===== src/rtl/hazard_forward_unit_pkg.sv =====
// Shared pipeline types for the hazard/forwarding unit: select codes, stage tags
// and the operand-select function applied to each source register.
package hazard_forward_unit_pkg;

  localparam int NREG_BITS = 5;
  localparam int CNT_BITS  = 16;

  typedef enum logic [1:0] {
    FWD_RF       = 2'b00,
    FWD_WB       = 2'b01,
    FWD_MEM_ALU  = 2'b10,
    FWD_MEM_LINK = 2'b11
  } fwd_sel_t;

  typedef struct packed {
    logic                 valid;
    logic [NREG_BITS-1:0] rd;
    logic                 regwrite;
    logic                 memread;
    logic                 link;
  } hz_tag_t;

  function automatic logic tag_produces(hz_tag_t tag, logic [NREG_BITS-1:0] rs);
    return tag.valid && tag.regwrite && (tag.rd != '0) && (tag.rd == rs);
  endfunction

  // EX is checked first so the newest producer wins; its value sits in MEM when
  // the consumer reaches EX, hence the MEM-side codes.
  function automatic fwd_sel_t fwd_select(hz_tag_t ex_tag, hz_tag_t mem_tag,
                                          logic [NREG_BITS-1:0] rs);
    if (tag_produces(ex_tag, rs))
      return ex_tag.link ? FWD_MEM_LINK : FWD_MEM_ALU;
    if (tag_produces(mem_tag, rs))
      return FWD_WB;
    return FWD_RF;
  endfunction

endpackage


===== src/rtl/hazard_forward_unit_if.sv =====
// Decode-side inputs and hazard/forwarding outputs of the hazard unit.
interface hazard_forward_unit_if #(parameter int CNT_BITS = 16);
  import hazard_forward_unit_pkg::*;

  logic                 id_valid;
  logic [NREG_BITS-1:0] id_rs1;
  logic [NREG_BITS-1:0] id_rs2;
  logic [NREG_BITS-1:0] id_rd;
  logic                 id_regwrite;
  logic                 id_memread;
  logic                 id_link;
  logic                 flush;
  fwd_sel_t             fwd_a_sel;
  fwd_sel_t             fwd_b_sel;
  logic                 stall;
  logic                 bubble;
  logic [CNT_BITS-1:0]  stall_count;

  modport master (
    output id_valid, id_rs1, id_rs2, id_rd, id_regwrite, id_memread, id_link, flush,
    input  fwd_a_sel, fwd_b_sel, stall, bubble, stall_count
  );

  modport slave (
    input  id_valid, id_rs1, id_rs2, id_rd, id_regwrite, id_memread, id_link, flush,
    output fwd_a_sel, fwd_b_sel, stall, bubble, stall_count
  );
endinterface


===== src/rtl/hazard_forward_unit_hz_tag_reg.sv =====
// One pipeline-stage destination tag; takes d when load is high, else a bubble.
// One-cycle latency, no backpressure of its own.
module hz_tag_reg
  import hazard_forward_unit_pkg::*;
(
  input  logic    clk,
  input  logic    reset,
  input  logic    load,
  input  hz_tag_t d,
  output hz_tag_t q
);

  always_ff @(posedge clk or negedge reset) begin
    if (!reset)
      q <= '0;
    else if (load)
      q <= d;
    else
      q <= '0;
  end

endmodule


===== src/rtl/hazard_forward_unit.sv =====
// EX-operand forwarding selects (registered on ID->EX) and load-use stall/bubble
// (combinational, same cycle), plus a saturating stall counter.
module hazard_forward_unit
  import hazard_forward_unit_pkg::*;
#(
  parameter int CNT_BITS = 16
) (
  input  logic                  clk,
  input  logic                  reset,
  hazard_forward_unit_if.slave  hif
);

  hz_tag_t             id_tag;
  hz_tag_t             ex_tag;
  hz_tag_t             mem_tag;
  hz_tag_t             wb_tag;
  logic                hazard;
  logic                ex_load;
  fwd_sel_t            sel_a;
  fwd_sel_t            sel_b;
  logic [CNT_BITS-1:0] stall_cnt;
  logic                unused_wb;

  always_comb begin
    id_tag          = '0;
    id_tag.valid    = hif.id_valid;
    id_tag.rd       = hif.id_rd;
    id_tag.regwrite = hif.id_regwrite;
    id_tag.memread  = hif.id_memread;
    id_tag.link     = hif.id_link;
  end

  // A flush squashes the ID instruction anyway, so it suppresses the stall.
  assign hazard = hif.id_valid && ex_tag.valid && ex_tag.memread && (ex_tag.rd != '0) &&
                  ((ex_tag.rd == hif.id_rs1) || (ex_tag.rd == hif.id_rs2)) && !hif.flush;

  assign ex_load = hif.id_valid && !hazard && !hif.flush;

  hz_tag_reg u_ex_tag  (.clk(clk), .reset(reset), .load(ex_load), .d(id_tag),  .q(ex_tag));
  hz_tag_reg u_mem_tag (.clk(clk), .reset(reset), .load(1'b1),    .d(ex_tag),  .q(mem_tag));
  hz_tag_reg u_wb_tag  (.clk(clk), .reset(reset), .load(1'b1),    .d(mem_tag), .q(wb_tag));

  // The WB tag has no consumer yet; the writeback value itself arrives via the datapath.
  assign unused_wb = ^wb_tag;

  always_ff @(posedge clk or negedge reset) begin
    if (!reset) begin
      sel_a <= FWD_RF;
      sel_b <= FWD_RF;
    end else if (ex_load) begin
      sel_a <= fwd_select(ex_tag, mem_tag, hif.id_rs1);
      sel_b <= fwd_select(ex_tag, mem_tag, hif.id_rs2);
    end else begin
      sel_a <= FWD_RF;
      sel_b <= FWD_RF;
    end
  end

  always_ff @(posedge clk or negedge reset) begin
    if (!reset)
      stall_cnt <= '0;
    else if (hazard && (stall_cnt != {CNT_BITS{1'b1}}))
      stall_cnt <= stall_cnt + 1'b1;
  end

  assign hif.fwd_a_sel   = sel_a;
  assign hif.fwd_b_sel   = sel_b;
  assign hif.stall       = hazard;
  assign hif.bubble      = hazard;
  assign hif.stall_count = stall_cnt;

endmodule

===== src/flat_wrapper.sv =====
// flat-port wrapper written by rule: the top's interface ports become plain ports
module hazard_forward_unit_flat import hazard_forward_unit_pkg::*;
#(
  parameter int CNT_BITS = 16
)
  (clk, reset, hif_id_valid, hif_id_rs1, hif_id_rs2, hif_id_rd, hif_id_regwrite, hif_id_memread, hif_id_link, hif_flush, hif_fwd_a_sel, hif_fwd_b_sel, hif_stall, hif_bubble, hif_stall_count);
  hazard_forward_unit_if #(.CNT_BITS(CNT_BITS)) hif_i ();
  input  logic clk;
  input  logic reset;
  input wire logic [$bits(hif_i.id_valid)-1:0] hif_id_valid;
  input wire logic [$bits(hif_i.id_rs1)-1:0] hif_id_rs1;
  input wire logic [$bits(hif_i.id_rs2)-1:0] hif_id_rs2;
  input wire logic [$bits(hif_i.id_rd)-1:0] hif_id_rd;
  input wire logic [$bits(hif_i.id_regwrite)-1:0] hif_id_regwrite;
  input wire logic [$bits(hif_i.id_memread)-1:0] hif_id_memread;
  input wire logic [$bits(hif_i.id_link)-1:0] hif_id_link;
  input wire logic [$bits(hif_i.flush)-1:0] hif_flush;
  output wire logic [$bits(hif_i.fwd_a_sel)-1:0] hif_fwd_a_sel;
  output wire logic [$bits(hif_i.fwd_b_sel)-1:0] hif_fwd_b_sel;
  output wire logic [$bits(hif_i.stall)-1:0] hif_stall;
  output wire logic [$bits(hif_i.bubble)-1:0] hif_bubble;
  output wire logic [$bits(hif_i.stall_count)-1:0] hif_stall_count;
  assign hif_i.id_valid = hif_id_valid;
  assign hif_i.id_rs1 = hif_id_rs1;
  assign hif_i.id_rs2 = hif_id_rs2;
  assign hif_i.id_rd = hif_id_rd;
  assign hif_i.id_regwrite = hif_id_regwrite;
  assign hif_i.id_memread = hif_id_memread;
  assign hif_i.id_link = hif_id_link;
  assign hif_i.flush = hif_flush;
  assign hif_fwd_a_sel = hif_i.fwd_a_sel;
  assign hif_fwd_b_sel = hif_i.fwd_b_sel;
  assign hif_stall = hif_i.stall;
  assign hif_bubble = hif_i.bubble;
  assign hif_stall_count = hif_i.stall_count;
  hazard_forward_unit #(.CNT_BITS(CNT_BITS)) u_core (.clk(clk), .reset(reset), .hif(hif_i));
endmodule

===== config.mk =====
export PLATFORM = sky130hd
export DESIGN_NAME = hazard_forward_unit_flat
export DESIGN_NICKNAME = d
export VERILOG_FILES = /design/src/rtl/hazard_forward_unit_pkg.sv /design/src/rtl/hazard_forward_unit_if.sv /design/src/rtl/hazard_forward_unit_hz_tag_reg.sv /design/src/rtl/hazard_forward_unit.sv /design/src/flat_wrapper.sv
export SDC_FILE = /design/constraint.sdc
export NUM_CORES = 1
export LEC_CHECK = 0
export ABC_AREA = 1
export ABC_CLOCK_PERIOD_IN_PS = 2100
export BUFFER_PORTS_ARGS = -buffer_cell sky130_fd_sc_hd__clkbuf_2
export CAP_MARGIN = 20
export CORE_ASPECT_RATIO = 1.4
export CORE_MARGIN = 1.5
export CORE_UTILIZATION = 40
export CTS_CLUSTER_DIAMETER = 40
export CTS_CLUSTER_SIZE = 14
export DETAILED_ROUTE_END_ITERATION = 7
export HOLD_SLACK_MARGIN = 0.1
export PLACE_DENSITY_LB_ADDON = 0.08
export SKIP_CTS_REPAIR_TIMING = 1
export SLEW_MARGIN = 20
export SYNTH_ARGS = -nofsm -noshare
export SYNTH_HDL_FRONTEND = slang
export SYNTH_SLANG_ARGS = --single-unit
export TNS_END_PERCENT = 20

===== constraint.sdc =====
create_clock -name clk -period 2.1 [get_ports clk]
set_input_delay 0.315 -clock clk [delete_from_list [all_inputs] [get_ports clk]]
set_output_delay 0.315 -clock clk [all_outputs]
set_load 0.05 [all_outputs]

==> impl_metrics.csv, run 1 <==
group,metric,value,unit
detailed_routing,wl_per_cell,11.7,um
yosys,yosysUniqueCellTypes,25,
critical_path,reg2reg_depth,9,
critical_path,reg2reg_from,"u_core.hif.stall_count[0]$_DFFE_PN0P_",
yosys,yosys.area.top_type,"dfrtp_1",
cells_and_area,layout_common_cells,"nand2_1, clkbuf_2, inv_1",
global_routing,grt-ovfl-total,0,
detailed_routing,routed_wl,5040,um
yosys,syn_area,2190,um2
yosys,syn_nets,337,
cells_and_area,syn_to_final_growth,18.8,%
floorplanning,die_h,90.6,um
floorplanning,pin_count,44,
clock_tree,htree_levels,2,
power_and_ir_drop,switching_power,0.344,mW
global_routing,grt_max_degree,37,
placement,gp_congestion,0.828,
clock_tree,cts_root_buf,"clkbuf_8",
floorplanning,die-area,5940,um2
timing,setup_viol,0,
clock_tree,clock-sinks,36,
power_and_ir_drop,leakagePower,1.48,nW
yosys,ys_seq_area_share,41.1,%
power_and_ir_drop,power.total,1.45,mW
floorplanning,num_rows,31,
placement,portBuffers,43,
cells_and_area,diodes,0,
floorplanning,initial_utilization,41.9,%
critical_path,critPathKind,"flip-flop to output pin",
detailed_routing,routed_via_density,4.70,
critical_path,crit_required,1.78,ns
timing,skew,0.00198,ns
critical_path,cp-end-kind,"output pin",
power_and_ir_drop,clockPowerShare,41.2,%
critical_path,start_kind,"flip-flop",
clock_tree,worst_skew_pair.late_latency,0.28,ns
job,maxCapViolCount,0,
power_and_ir_drop,p_per_area,558,nW/um2
detailed_routing,dr.pass1.iters,4,
timing,fin_crit_sh,90.0,%
placement,hpwl,3800,um
clock_tree,cts_buffers,5,
critical_path,reg2reg_slack,0.39,ns
timing,min_period,1.89,ns
timing,hold_viol,0,
timing,fmax,0.529,GHz
power_and_ir_drop,peakVddDrop,0.000417,V
placement,post-place-ws,0.340,ns
power_and_ir_drop,p_seq_share,49.4,%
timing,relSlewSlack,69.1,%
global_routing,grt_pass1_wl,8370,um
yosys,syn_inst,314,
timing,grt_setup_unrepaired,"no",
yosys,yosysWarnings,0,
detailed_routing,antenna_left,0,
power_and_ir_drop,p_int,1.11,mW
cells_and_area,final_layout_size_suffix_gt1_share,20.9,%
cells_and_area,nets,386,
detailed_routing,vias,2020,
floorplanning,core_area,5240,um2
power_and_ir_drop,switching_share,23.7,%
global_routing,antenna_found_initial,0,
cells_and_area,stdcell_area,2610,um2
cells_and_area,layout_commonest_cell,"nand2_1",
clock_tree,clkTransAtPathRegs,0.07,ns
timing,fin_setup_tns,0,ns
detailed_routing,drt_iter0_markers,46,
yosys,synth_top_cells_by_area,"dfrtp_1, nand2_1, inv_1, nand4_1, nor2_1",
yosys,ys_seq_elements,36,
outcome,status,"complete, no violations",
placement,dpl_cell_area,2490,um2
critical_path,worstPathArrival,1.57,ns
timing,layout_setup_ws,0.211,ns
clock_tree,cts_tree,"built",
critical_path,reg2reg_to,"u_core.hif.stall_count[9]$_DFFE_PN0P_",
global_routing,track_usage,18.3,%
yosys,syn_area_per_cell,6.99,um2
yosys,yosys.area.top_type_share,41.1,%
power_and_ir_drop,combPwrFrac,9.3,%
global_routing,grt_pass1_vias,1940,
clock_tree,clockBufferDepth,2,
worst_hold_path,hold_class,"primary input to async pin",
detailed_routing,drc_errors,0,
critical_path,cp_max_fo,5,
floorplanning,fp.dieW,65.6,um
timing,tightest_slew,0.463,ns
timing,slew_violations,0,
## Yosys cell counts
cell      count
buf_6         1
inv_1        40
or2_1         1
buf_2         3
dfrtp_1      36
nand3_4       1
buf_4         2
nor2_2        1
nor3_2        1
nor2b_1       1
xor2_1        8
nor2_4        3
nand3_2       1
xnor2_1       5
nand3b_1      2
ha_1          1
nand2_2       4
nor2_1       34
nor3_1        2
o21ai_0       2
inv_2         6
nand2_4       1
nand3_1      12
nand4_1      22
nand2_1     124
## kinds of logic after synthesis
kind of cell | after synthesis | share of synthesized area, %
AND/OR/NAND/NOR | 210 | 43.0
buffers and inverters | 52 | 9.75
AO/OA/AOI/OAI | 2 | 0.456
adder cells (fa/ha/maj) | 1 | 0.570
flip-flops | 36 | 41.1
XOR/XNOR | 13 | 5.19
## sequential cells by signal, summed over array words and instances (netlist names)
| signal | cells |
|---|---|
| u_core.hif.stall_count | 16 |
| u_core.u_ex_tag.q | 9 |
| u_core.u_mem_tag.q | 7 |
| u_core.hif.fwd_a_sel | 2 |
| u_core.hif.fwd_b_sel | 2 |
## final cells by class
class,instances,area [um2]
fillers,541,2630
multi-input cells,226,1080
flip-flops and latches,36,903
repair buffers,48,258
inverters,46,173
well taps,66,82.6
clock buffers,6,72.6
clock inverters,2,35.0
## metal layers
metal	routed length (um)	GRT usage (%)	up-vias
met2	2860	36.7	31
met3	131	3.87	6
met5	0	0	-
met1	1970	17.3	924
li1	-	-	1059
met4	76	5.90	0
## critical path: stages (launching register included)
cell      delay (ns)
dfrtp_1         0.42
inv_2           0.05
nand2_1         0.05
nand2_1         0.07
nor2_2          0.14
nand3b_1        0.11
nand2_2         0.09
nand2_1         0.09
inv_1           0.08
buf_4           0.19
## power by group through the flow
stage	logic, mW	registers, mW	clock network (mW)
after floorplan	0.0757	0.731	0
final	0.135	0.719	0.599
after CTS	0.139	0.718	0.625
after global routing	0.157	0.720	0.650
after global placement	0.138	0.732	0
after detailed placement	0.139	0.732	0
## through the flow
| stage | util [%] | cells | hold slack [ns] |
|---|---|---|---|
| after CTS | 49.6 | 430 | 0.0756 |
| after floorplan | - | 314 | 0.0194 |
| after global routing | 49.7 | 430 | 0.106 |
| after detailed placement | 47.5 | 422 | 0.374 |
| after global placement | 47.5 | 422 | 0.366 |
| final | 49.7 | 430 | 0.0538 |
## worst max path at each step
stage	start	to	slack, ns
2_1_floorplan	u_core.hif.stall_count[0]$_DFFE_PN0P_	u_core.hif.stall_count[6]$_DFFE_PN0P_	0.15
3_3_place_gp	hif_id_rs1[3]	hif_bubble	0.37
3_5_place_dp	hif_id_rs1[4]	hif_bubble	0.34
4_1_cts	u_core.u_ex_tag.q[6]$_DFF_PN0_	hif_bubble	0.03
5_1_grt	u_core.u_ex_tag.q[5]$_DFF_PN0_	hif_bubble	0.01
6_report	u_core.u_ex_tag.q[6]$_DFF_PN0_	hif_stall	0.21
Power figures use the tool's default switching activity.
==> run 2: changes to the inputs <==
==> constraint.sdc (replaced) <==
create_clock -name clk -period 2.1 [get_ports clk]
set_input_delay 0.63 -clock clk [delete_from_list [all_inputs] [get_ports clk]]
set_output_delay 0.63 -clock clk [all_outputs]
set_load 0.05 [all_outputs]
==> run 2 against run 1 <==
The flow now finishes with violations (negative setup slack). Sequential power about the same. Sequential share of layout area down 2.3 points. Fmax down 14%. Combinational power up 27%. Routed wire length up 2.1%.
==> impl_metrics.csv, run 2 (synthesis results as in run 1) <==
group,metric,value,unit
worst_hold_path,hold_class,"primary input to async pin",
global_routing,grt_pass1_wl,8450,um
floorplanning,core_area,5240,um2
power_and_ir_drop,leakagePower,1.56,nW
timing,slew_violations,0,
clock_tree,cts_tree,"built",
floorplanning,fp.dieW,65.6,um
timing,skew,0.00415,ns
critical_path,reg2reg_from,"u_core.u_ex_tag.q[3]$_DFF_PN0_",
global_routing,grt_max_degree,37,
timing,min_period,2.19,ns
critical_path,start_kind,"primary input",
detailed_routing,drt_iter0_markers,58,
clock_tree,cts_root_buf,"clkbuf_8",
cells_and_area,final_util,53.4,%
clock_tree,htree_levels,2,
critical_path,critPathKind,"primary input to output pin",
floorplanning,pin_count,44,
power_and_ir_drop,peakVddDrop,0.000263,V
cells_and_area,layout_commonest_cell,"nand2_1",
placement,hpwl,3780,um
cells_and_area,nets,402,
timing,fin_crit_sh,105,%
detailed_routing,routed_wl,5140,um
cells_and_area,layout_common_cells,"nand2_1, clkbuf_2, inv_1",
timing,tightest_slew,0.461,ns
clock_tree,clock-sinks,36,
power_and_ir_drop,power.total,1.43,mW
cells_and_area,syn_to_final_growth,27.4,%
critical_path,reg2reg_depth,11,
detailed_routing,vias,2098,
critical_path,reg2reg_to,"u_core.hif.stall_count[15]$_DFFE_PN0P_",
cells_and_area,stdcell_area,2790,um2
placement,portBuffers,43,
timing,layout_setup_ws,-0.0947,ns
timing,grt_setup_unrepaired,"yes",
timing,hold_viol,0,
global_routing,track_usage,18.1,%
outcome,status,"finished, violations left",
detailed_routing,wl_per_cell,11.6,um
critical_path,worstPathArrival,1.56,ns
floorplanning,initial_utilization,41.9,%
detailed_routing,antenna_left,0,
clock_tree,clkTransAtPathRegs,0.07,ns
clock_tree,worst_skew_pair.late_latency,0.28,ns
clock_tree,clockBufferDepth,2,
critical_path,cp-end-kind,"output pin",
floorplanning,die_h,90.6,um
timing,relSlewSlack,69.2,%
global_routing,antenna_found_initial,0,
outcome,violations,"negative setup slack",
clock_tree,cts_buffers,5,
critical_path,cp_max_fo,3,
detailed_routing,routed_via_density,4.71,
timing,setup_viol,2,
cells_and_area,largest_reg_flops,16,
critical_path,reg2reg_slack,0.32,ns
floorplanning,num_rows,31,
cells_and_area,final_layout_size_suffix_gt1_share,28.5,%
placement,gp_congestion,0.823,
timing,fmax,0.456,GHz
critical_path,crit_required,1.47,ns
global_routing,grt-ovfl-total,0,
placement,dpl_cell_area,2590,um2
detailed_routing,dr.pass1.iters,4,
floorplanning,die-area,5940,um2
detailed_routing,drc_errors,0,
placement,post-place-ws,-0.238,ns
job,maxCapViolCount,0,
global_routing,grt_pass1_vias,1933,
power_and_ir_drop,p_per_area,510,nW/um2
cells_and_area,diodes,0,
[run 2: area by class of cell]
type	instances	area [um2]
fill	534	2440
tap	66	82.6
sequential	36	906
timing repair buffer	64	397
inverter	46	176
multi-input combinational	226	1140
clock buffer	7	96.3
[run 2: where the power goes]
part | internal (mW) | switching, mW | total [mW]
clock | 0.292 | 0.241 | 0.534
combinational | 0.0753 | 0.0961 | 0.171
sequential | 0.706 | 0.0149 | 0.721
total | 1.07 | 0.352 | 1.43
[run 2: routing by layer]
layer	track usage (%)	wire, um	vias to the layer above
met1	19.2	1960	967
met4	5.21	71	0
met3	2.37	117	6
met5	0	0	-
met2	35.7	2990	32
li1	-	-	1093
[run 2: through the flow]
stage	std cells	hold WS (ns)	setup TNS (ns)
after CTS	441	0.390	-0.502
final	445	0.375	-0.189
after detailed placement	434	0.376	-0.476
after floorplan	314	0.334	-0.286
after global routing	445	0.396	-0.335
after global placement	434	0.366	-0.452
[run 2: worst max-delay path by stage]
stage          depth (start not counted)         end                      startpoint  slack [ns]
6_report                              10   hif_stall                   hif_id_rs1[3]       -0.09
5_1_grt                                9   hif_stall  u_core.u_ex_tag.q[3]$_DFF_PN0_       -0.17
4_1_cts                               10  hif_bubble                   hif_id_rs1[4]       -0.25
3_5_place_dp                          10  hif_bubble                   hif_id_rs1[4]       -0.24
3_3_place_gp                          10  hif_bubble                   hif_id_rs1[4]       -0.23
2_1_floorplan                          8   hif_stall                    hif_id_valid       -0.23
[run 2: critical path, cell delays in order]
cell and delay [ns]:
buf_2 0.11, inv_1 0.05, nand2_1 0.07, nand2_2 0.07, nor2_4 0.13, nand3b_1 0.10, nand2_2 0.09, nand2_2 0.07
clkinvlp_4 0.10, buf_8 0.14
